File: src/rtl/sdck_sequencer_if.sv
// Request handshake between a speed-change requester and sdck_sequencer.
// The requester holds i_req_valid and the fields until it sees o_req_ready.
interface sdck_sequencer_if;
    logic       i_req_valid;
    logic [7:0] i_req_ckspd;
    logic       i_req_clk90;
    logic       i_req_shutdown;
    logic       o_req_ready;

    modport master (
        output i_req_valid, i_req_ckspd, i_req_clk90, i_req_shutdown,
        input  o_req_ready
    );

    modport slave (
        input  i_req_valid, i_req_ckspd, i_req_clk90, i_req_shutdown,
        output o_req_ready
    );
endinterface

File: src/rtl/sdck_sequencer.sv
// SD clock reconfiguration sequencer: waits for the engine to idle, stops the clock,
// applies new settings and lets them settle. Optional WAIT_IDLE timeout: SDCKSEQ_TIMEOUT_EN.
module sdck_sequencer #(
    parameter int INIT_BEATS     = 80,
    parameter int STOP_CYCLES    = 512,   // must be >= 2
    parameter int SETTLE_BEATS   = 8,
    parameter int TIMEOUT_CYCLES = 65536
) (
    input  logic                i_clk,
    input  logic                i_reset_n,
    sdck_sequencer_if.slave     req,
    input  logic                i_busy,
    input  logic                i_ckstb,
    output logic [7:0]          o_cfg_ckspd,
    output logic                o_cfg_clk90,
    output logic                o_cfg_shutdown,
    output logic                o_done,
    output logic                o_err
);
    function automatic int max2(int a, int b);
        return (a > b) ? a : b;
    endfunction

    localparam int CNT_MAX = max2(max2(INIT_BEATS, STOP_CYCLES), max2(SETTLE_BEATS, TIMEOUT_CYCLES));
    localparam int CNT_W   = max2(9, $clog2(CNT_MAX + 1));
    typedef logic [CNT_W-1:0] cnt_t;

    localparam cnt_t INIT_LAST   = cnt_t'(INIT_BEATS - 1);
    // Shutdown is raised on STOP entry and stays visible through the APPLY cycle,
    // so STOP itself lasts one cycle less than the visible shutdown window.
    localparam cnt_t STOP_LAST   = cnt_t'(STOP_CYCLES - 2);
    localparam cnt_t SETTLE_LAST = cnt_t'(SETTLE_BEATS - 1);
`ifdef SDCKSEQ_TIMEOUT_EN
    localparam cnt_t TMO_LAST    = cnt_t'(TIMEOUT_CYCLES - 1);
`endif

    typedef enum logic [2:0] {INIT, IDLE, WAIT_IDLE, STOP, APPLY, SETTLE} state_e;

    state_e     state_q;
    cnt_t       cnt_q;
    logic [7:0] pend_ckspd_q;
    logic       pend_clk90_q;
    logic       pend_sd_q;
    logic [7:0] ckspd_q;
    logic       clk90_q;
    logic       sd_q;
    logic       ready_q;
    logic       done_q;
`ifdef SDCKSEQ_TIMEOUT_EN
    logic       err_q;
`endif

    always_ff @(posedge i_clk) begin
        if (!i_reset_n) begin
            state_q      <= INIT;
            cnt_q        <= '0;
            pend_ckspd_q <= 8'h00;
            pend_clk90_q <= 1'b0;
            pend_sd_q    <= 1'b0;
            ckspd_q      <= 8'hfc;
            clk90_q      <= 1'b0;
            sd_q         <= 1'b0;
            ready_q      <= 1'b0;
            done_q       <= 1'b0;
`ifdef SDCKSEQ_TIMEOUT_EN
            err_q        <= 1'b0;
`endif
        end else begin
            done_q <= 1'b0;
`ifdef SDCKSEQ_TIMEOUT_EN
            err_q  <= 1'b0;
`endif
            case (state_q)
                INIT: begin
                    if (i_ckstb) begin
                        if (cnt_q == INIT_LAST) begin
                            state_q <= IDLE;
                            ready_q <= 1'b1;
                            cnt_q   <= '0;
                        end else begin
                            cnt_q <= cnt_q + 1'b1;
                        end
                    end
                end
                IDLE: begin
                    if (req.i_req_valid && ready_q) begin
                        pend_ckspd_q <= req.i_req_ckspd;
                        pend_clk90_q <= req.i_req_clk90;
                        pend_sd_q    <= req.i_req_shutdown;
                        ready_q      <= 1'b0;
                        cnt_q        <= '0;
                        state_q      <= WAIT_IDLE;
                    end
                end
                WAIT_IDLE: begin
                    if (!i_busy) begin
                        sd_q    <= 1'b1;
                        cnt_q   <= '0;
                        state_q <= STOP;
                    end
`ifdef SDCKSEQ_TIMEOUT_EN
                    else if (cnt_q == TMO_LAST) begin
                        err_q   <= 1'b1;
                        ready_q <= 1'b1;
                        state_q <= IDLE;
                    end else begin
                        cnt_q <= cnt_q + 1'b1;
                    end
`endif
                end
                STOP: begin
                    if (cnt_q == STOP_LAST) state_q <= APPLY;
                    else                    cnt_q   <= cnt_q + 1'b1;
                end
                APPLY: begin
                    ckspd_q <= pend_ckspd_q;
                    clk90_q <= pend_clk90_q;
                    sd_q    <= pend_sd_q;
                    cnt_q   <= '0;
                    // A stopped clock produces no beats, so skip SETTLE.
                    if (pend_sd_q) begin
                        done_q  <= 1'b1;
                        ready_q <= 1'b1;
                        state_q <= IDLE;
                    end else begin
                        state_q <= SETTLE;
                    end
                end
                SETTLE: begin
                    if (i_ckstb) begin
                        if (cnt_q == SETTLE_LAST) begin
                            done_q  <= 1'b1;
                            ready_q <= 1'b1;
                            state_q <= IDLE;
                        end else begin
                            cnt_q <= cnt_q + 1'b1;
                        end
                    end
                end
                default: state_q <= INIT;
            endcase
        end
    end

    assign req.o_req_ready = ready_q;
    assign o_cfg_ckspd     = ckspd_q;
    assign o_cfg_clk90     = clk90_q;
    assign o_cfg_shutdown  = sd_q;
    assign o_done          = done_q;
`ifdef SDCKSEQ_TIMEOUT_EN
    assign o_err           = err_q;
`else
    assign o_err           = 1'b0;
`endif
endmodule

File: src/flat_wrapper.sv
// flat-port wrapper written by rule: the top's interface ports become plain ports
module sdck_sequencer_flat 
#(
    parameter int INIT_BEATS     = 80,
    parameter int STOP_CYCLES    = 512,                  
    parameter int SETTLE_BEATS   = 8,
    parameter int TIMEOUT_CYCLES = 65536
)
  (i_clk, i_reset_n, i_busy, i_ckstb, o_cfg_ckspd, o_cfg_clk90, o_cfg_shutdown, o_done, o_err, req_i_req_valid, req_i_req_ckspd, req_i_req_clk90, req_i_req_shutdown, req_o_req_ready);
  sdck_sequencer_if req_i ();
  input  logic i_clk;
  input  logic i_reset_n;
  input  logic i_busy;
  input  logic i_ckstb;
  output logic [7:0] o_cfg_ckspd;
  output logic o_cfg_clk90;
  output logic o_cfg_shutdown;
  output logic o_done;
  output logic o_err;
  input wire logic [$bits(req_i.i_req_valid)-1:0] req_i_req_valid;
  input wire logic [$bits(req_i.i_req_ckspd)-1:0] req_i_req_ckspd;
  input wire logic [$bits(req_i.i_req_clk90)-1:0] req_i_req_clk90;
  input wire logic [$bits(req_i.i_req_shutdown)-1:0] req_i_req_shutdown;
  output wire logic [$bits(req_i.o_req_ready)-1:0] req_o_req_ready;
  assign req_i.i_req_valid = req_i_req_valid;
  assign req_i.i_req_ckspd = req_i_req_ckspd;
  assign req_i.i_req_clk90 = req_i_req_clk90;
  assign req_i.i_req_shutdown = req_i_req_shutdown;
  assign req_o_req_ready = req_i.o_req_ready;
  sdck_sequencer #(.INIT_BEATS(INIT_BEATS), .STOP_CYCLES(STOP_CYCLES), .SETTLE_BEATS(SETTLE_BEATS), .TIMEOUT_CYCLES(TIMEOUT_CYCLES)) u_core (.i_clk(i_clk), .i_reset_n(i_reset_n), .req(req_i), .i_busy(i_busy), .i_ckstb(i_ckstb), .o_cfg_ckspd(o_cfg_ckspd), .o_cfg_clk90(o_cfg_clk90), .o_cfg_shutdown(o_cfg_shutdown), .o_done(o_done), .o_err(o_err));
endmodule
File: config.mk
export PLATFORM = sky130hd
export DESIGN_NAME = sdck_sequencer_flat
export DESIGN_NICKNAME = d
export VERILOG_FILES = /design/src/rtl/sdck_sequencer_if.sv /design/src/rtl/sdck_sequencer.sv /design/src/flat_wrapper.sv
export SDC_FILE = /design/constraint.sdc
export NUM_CORES = 1
export LEC_CHECK = 0
export CORE_UTILIZATION = 59
export DETAILED_ROUTE_END_ITERATION = 16
export PLACE_DENSITY = 0.84
export SETUP_SLACK_MARGIN = 0.15
export SYNTH_ARGS = -nofsm -noshare
export SYNTH_HDL_FRONTEND = slang
export SYNTH_SLANG_ARGS = --single-unit
File: constraint.sdc
create_clock -name i_clk -period 5.1 [get_ports i_clk]
set_input_delay 0.51 -clock i_clk [delete_from_list [all_inputs] [get_ports i_clk]]
set_output_delay 0.51 -clock i_clk [all_outputs]
set_load 0.02 [all_outputs]
==> Word-level counts from Yosys, hierarchy flattened <==
Index checks and enable logic that the tools add are counted.
{ "op_classes": {"eq_ne": 18, "addsub": 1, "muxes": 30, "reduce_logical": 10} }
{ "ops": {"columns": ["operator", "count"], "rows": [
  ["$mux W17", 7],
  ["$pmux W17 S6", 1],
  ["$mux W3", 8],
  ["$reduce_and A7 Y1", 3],
  ["$pmux W3 S6", 1],
  ["$add A17 B1 Y17 const B", 1],
  ["$eq A17 B3 Y1 const B", 1],
  ["$eq A17 B7 Y1 const B", 1],
  ["$eq A17 B9 Y1 const B", 1],
  ["$mux W1", 10],
  ["$ne A2 B1 Y1 const B", 5],
  ["$ne A2 B2 Y1 const B", 5],
  ["$eq A3 B2 Y1 const B", 2],
  ["$eq A3 B3 Y1 const B", 2],
  ["$reduce_bool A6 Y1", 1],
  ["$pmux W1 S2", 2],
  ["$pmux W1 S4", 1],
  ["$reduce_and A2 Y1", 2],
  ["$reduce_bool A4 Y1", 1],
  ["$eq A3 B1 Y1 const B", 1],
  ["$logic_not A3 Y1", 1],
  ["$reduce_bool A2 Y1", 1],
  ["$logic_and A1 B1 Y1", 1]
]} }
{ "word_totals": {"inputBits": 15, "output_inout_bits": 13, "register_bits": 42, "word_cells": 69} }

==> Depth between registers and ports, before layout <==
{ "logic_depth": {"depth_word": 4, "mapped_depth": 8, "ltp_nobuf": 7} }

==> Worst setup path after synthesis <==
No wires, ideal clock.
{ "synth_path": {"path_type": "reg-to-reg", "startpoint": "register u_core.cnt_q[0]", "endpoint": "register u_core.cnt_q[1]", "period_less_slack_ns": 1.894, "n_path_buf": 0, "slack_ns": 3.206, "arrival_time_ns": 1.824, "stages_incl_launch_ff": 7, "path_cell_list": "dfxtp_1 -> ha_1 -> and4_1 -> and4_4 -> o211ai_4 -> or4b_1 -> a21oi_1"} }
{ "synth_between": {"elab_chain_len": 4, "elab_cells_between_ends": 13} }
{ "synth_lines": {"columns": ["element", "line", "source"], "rows": [
  ["start, declared", "sdck_sequencer.sv:40", "cnt_t cnt_q;"],
  ["start signal, assigned", "sdck_sequencer.sv:81", "cnt_q <= cnt_q + 1'b1;"],
  ["start signal, assigned", "sdck_sequencer.sv:113", "else cnt_q <= cnt_q + 1'b1;"],
  ["start signal, assigned", "sdck_sequencer.sv:136", "cnt_q <= cnt_q + 1'b1;"],
  ["$add A17 B1 Y17 or $eq A17 B7 Y1 (tied branches)", null, null],
  ["$mux W17 (on tied branches)", "sdck_sequencer.sv:131, sdck_sequencer.sv:76", null],
  ["$mux W17 (on tied branches)", "sdck_sequencer.sv:130, sdck_sequencer.sv:75", null],
  ["$pmux W17 S6", "sdck_sequencer.sv:73", "case (state_q)"]
]} }
Parallel ways exist; a longest one is shown, timed or not. The select of a mux whose other input is x is not followed.
A chain may end at the register's enable or synchronous reset.

==> Worst setup path after layout <==
{ "layout_path": {"startpoint": "register u_core.state_q[2]", "endpoint": "register u_core.ckspd_q[1], in the netlist u_core.o_cfg_ckspd[1]"} }
{ "layout_between": {"elab_chain_len": 1} }
{ "layout_lines": {"columns": ["element", "line", "source"], "rows": [
  ["start, declared", "sdck_sequencer.sv:39", "state_e state_q;"],
  ["start signal, assigned", "sdck_sequencer.sv:55", "state_q <= INIT;"],
  ["start signal, assigned", "sdck_sequencer.sv:77", "state_q <= IDLE;"],
  ["start signal, assigned", "sdck_sequencer.sv:92", "state_q <= WAIT_IDLE;"],
  ["$eq A3 B3 Y1", "sdck_sequencer.sv:73", null],
  ["end signal, assigned", "sdck_sequencer.sv:116", "ckspd_q <= pend_ckspd_q;"],
  ["end, declared", "sdck_sequencer.sv:44", "logic [7:0] ckspd_q;"]
]} }
Every way passes these cells.

==> flow_metrics.env <==
export IMPL_outcome="completed"
export IMPL_synth_top_cell_by_area="sky130_fd_sc_hd__dfxtp_1"
export IMPL_cts_hold_fix_buffers=0
export IMPL_clock_skew_final_ns=0.002326
export IMPL_grt_ovfl_total=0
export IMPL_timing_critical_path_to="u_core.o_cfg_ckspd[1]"
export IMPL_port_buffers=26
export IMPL_switching_component_of_the_power_mw=0.1445
export IMPL_drt_drc_violations_left=0
export IMPL_drt_iter0_markers=183
export IMPL_fin_worst_hold_slack_ns=0.4583
export IMPL_slew_viol_final=0
export IMPL_place_detailed_hpwl_um=3153
export IMPL_power_static_leakage_nw=0.8389
export IMPL_rsz0062_at_grt="no"
export IMPL_worst_endpoint_required_ns=5.32
export IMPL_yosys_cell_count_top_type="sky130_fd_sc_hd__dfxtp_1"
export IMPL_startpoint_type="register"
export IMPL_synthesis_area_mm2=0.002197
export IMPL_hold_viol=0
export IMPL_crit_arrival_ns=2.43
export IMPL_ys_top_cells_by_area="sky130_fd_sc_hd__dfxtp_1 (38%), sky130_fd_sc_hd__nand2_1 (4.6%), sky130_fd_sc_hd__nand3_1 (4.6%)"
export IMPL_clk_path_buf_depth=2
export IMPL_antenna_found_initial=0
export IMPL_postSynth_topFlopCell="sky130_fd_sc_hd__dfxtp_1"
export IMPL_num_antenna_cells=0
export IMPL_synth_commonest_cells="sky130_fd_sc_hd__dfxtp_1 (42), sky130_fd_sc_hd__nand2_1 (27), sky130_fd_sc_hd__nand3_1 (20)"
export IMPL_timing_critical_path_fanout_max=12
export IMPL_clk_root_buffer_cell="sky130_fd_sc_hd__clkbuf_8"
export IMPL_mappedNetlistNets=270
export IMPL_worst_supply_voltage_drop_on_vdd_v=0.0001832
export IMPL_synthCells=252
export IMPL_power_density_cell_area_mw_per_mm2=229.7
export IMPL_period_needed_ns=2.216
export IMPL_r2r_slack_ns=2.88
export IMPL_grt_first_pass_wirelength_um=8473
export IMPL_worstSetupStartpoint="u_core.state_q[2]"
export IMPL_placeableCoreArea_mm2=0.003442
export IMPL_postSynthAreaPerCell_um2=8.719
export IMPL_wl_per_cell_um=15.09
export IMPL_synth_edff_count=0
export IMPL_worstMarginPinSlew_ns=1.057
export IMPL_cts_post_setup_buffers_inserted=0
export IMPL_drt_pre_antenna_iters=4
export IMPL_p_int_mw=0.4426
export IMPL_die_width_um=63.03
export IMPL_area_delta_synth_final_pct=16.34
export IMPL_maximum_number_of_pins_on_one_net_before_global_route_repair=31
export IMPL_critical_path_start_end_classification="register to register"
export IMPL_clk_latency_ns=0.30
export IMPL_totalNegativeSetupSlack_ns=0
export IMPL_seqPwrFrac_pct=56.4
export IMPL_die_height_um=63.03
export IMPL_boundaryPins=28
export IMPL_number_of_warnings_reported_in_the_yosys_synthesis_log=0
export IMPL_track_usage_pct=27.15
export IMPL_final_period_utilization_pct=43.46
export IMPL_num_vias=2014
export IMPL_timing_reg2reg_worst_path_depth=4
export IMPL_die_area_mm2=0.003972
export IMPL_max_cap_violations=0
export IMPL_drive_above_1_share_pct=9.191
export IMPL_final_nets=289
export IMPL_postCtsResizedCells=0
export IMPL_via_count_of_the_first_global_routing_pass=1760
export IMPL_ys_ff_latch=42
export IMPL_avgViaCountPerCell=6.333
export IMPL_ys_async_sr_fraction_pct=0
export IMPL_cts_inserted_buffers=5
export IMPL_cts_tree="yes"
export IMPL_worst_r2r_endpoint="u_core.o_cfg_ckspd[1]"
export IMPL_worst_hold_path_type="register to register"
export IMPL_cts_num_sinks=42
export IMPL_timing_fmax_mhz=451.2
export IMPL_setup_viol=0
export IMPL_synth_cell_types=53
export IMPL_maxSlewHeadroom_pct=28.98
export IMPL_place_congestion=0.8448
export IMPL_comb_power_share_pct=5.5
export IMPL_switching_share_pct=24.61
export IMPL_row_count=21
export IMPL_synthDominantCellAreaShare_pct=38.27
export IMPL_initial_core_util_pct=63.83
export IMPL_sequential_cell_area_fraction_in_the_yosys_report_pct=38.27
export IMPL_end_kind="register"
export IMPL_timing_rr_start="u_core.state_q[2]"
export IMPL_share_clk_of_total_power_pct=38.2
export IMPL_postRouteAntennaNets=0
export IMPL_h_tree_depth=2
export IMPL_wl_final_um=4800
export IMPL_cts_clk_slew_worst_paths_ns=0.09
-- cell usage in the layout (no fill, tap or decap), drive strengths merged, types with 2 or more instances in the layout --
cell type / count
or3: 2
nand3: 20
inv: 7
or4b: 2
o41ai: 2
buf: 3
nand2: 27
a32o: 5
nor2: 15
dfxtp: 42
clkbuf: 5
a2111oi: 2
mux2i: 9
clkdlybuf4s50: 26
ha: 3
nor3: 10
a31oi: 3
a21oi: 17
o21ai: 7
or4: 7
nor4: 5
a211o: 6
clkinv: 2
and3: 3
nand4: 8
nor3b: 2
o31ai: 8
and4: 5
-- metrics by stage --
stage               setup WS, ns  total power, mW  utilization [%]  instance area, um2  instances
floorplan                  3.206           0.3553                -                2197        252
global placement           2.589           0.3699            71.54                2462        310
detailed placement         2.582           0.3702            71.54                2462        310
CTS                        2.874           0.5915            74.26                2556        318
global route               2.504           0.6076            74.26                2556        318
finish                     2.884           0.5871            74.26                2556        318
-- worst min-delay path by stage --
stage,from,end,slack (ns),cells after the start
6_report,u_core.o_cfg_clk90,u_core.o_cfg_clk90,0.46,2
5_1_grt,u_core.pend_ckspd_q[6],u_core.o_cfg_ckspd[6],0.50,2
4_1_cts,u_core.pend_ckspd_q[0],u_core.o_cfg_ckspd[0],0.46,2
3_5_place_dp,u_core.pend_ckspd_q[0],u_core.o_cfg_ckspd[0],0.45,2
3_3_place_gp,u_core.pend_ckspd_q[0],u_core.o_cfg_ckspd[0],0.44,2
2_1_floorplan,u_core.pend_ckspd_q[0],u_core.o_cfg_ckspd[0],0.43,2
-- cell type report --
cell class,instances,area [um2]
Tap cell,46,57.56
Sequential cell,42,840.8
Clock inverter,3,25.02
Multi-Input combinational cell,186,1255
Inverter,7,26.28
Timing Repair Buffer,29,282.8
Fill cell,272,885.9
Clock buffer,5,68.82
-- state kept, by name, indices dropped and copies added, names as in the netlist --
signal and count:
u_core.pend_ckspd_q 8, u_core.o_cfg_shutdown 1, u_core.pend_clk90_q 1, u_core.state_q 3
u_core.o_cfg_ckspd 8, u_core.o_done 1, u_core.cnt_q 17, u_core.pend_sd_q 1
u_core.o_cfg_clk90 1, u_core.req.o_req_ready 1
-- logic make-up (layout without fill, tap and decap cells) --
family          after synthesis  count (layout)  synth area share, %
compound gates               60              60                20.33
fa+ha+maj                     3               3                1.709
buf+inv                      24              44                5.182
flops                        42              42                38.27
mux                           9               9                4.100
other cells                   1               1               0.1707
simple gates                113             113                30.24
-- critical path, cell delays in order (launching register included) --
cell and delay (ns):
sky130_fd_sc_hd__dfxtp_1 0.57, sky130_fd_sc_hd__clkinv_1 0.33, sky130_fd_sc_hd__nor3_1 0.92, sky130_fd_sc_hd__nand2_1 0.11, sky130_fd_sc_hd__a21oi_1 0.19
-- power groups by stage --
stage	combinational [mW]	sequential, mW	clock (mW)
3_5_place_dp	0.0317	0.339	0
4_1_cts	0.0321	0.331	0.229
2_1_floorplan	0.0171	0.338	0
6_report	0.0322	0.331	0.224
5_1_grt	0.0352	0.331	0.241
3_3_place_gp	0.0315	0.338	0
-- per-layer routing --
layer | up-vias | global-route usage (%) | wire, um
li1 | 999 | - | -
met2 | 59 | 40.19 | 2138
met1 | 949 | 37.68 | 2299
met5 | - | 0 | 0
met3 | 7 | 7.117 | 299
met4 | 0 | 9.593 | 63
No activity file was read; power rests on OpenSTA's default activity.
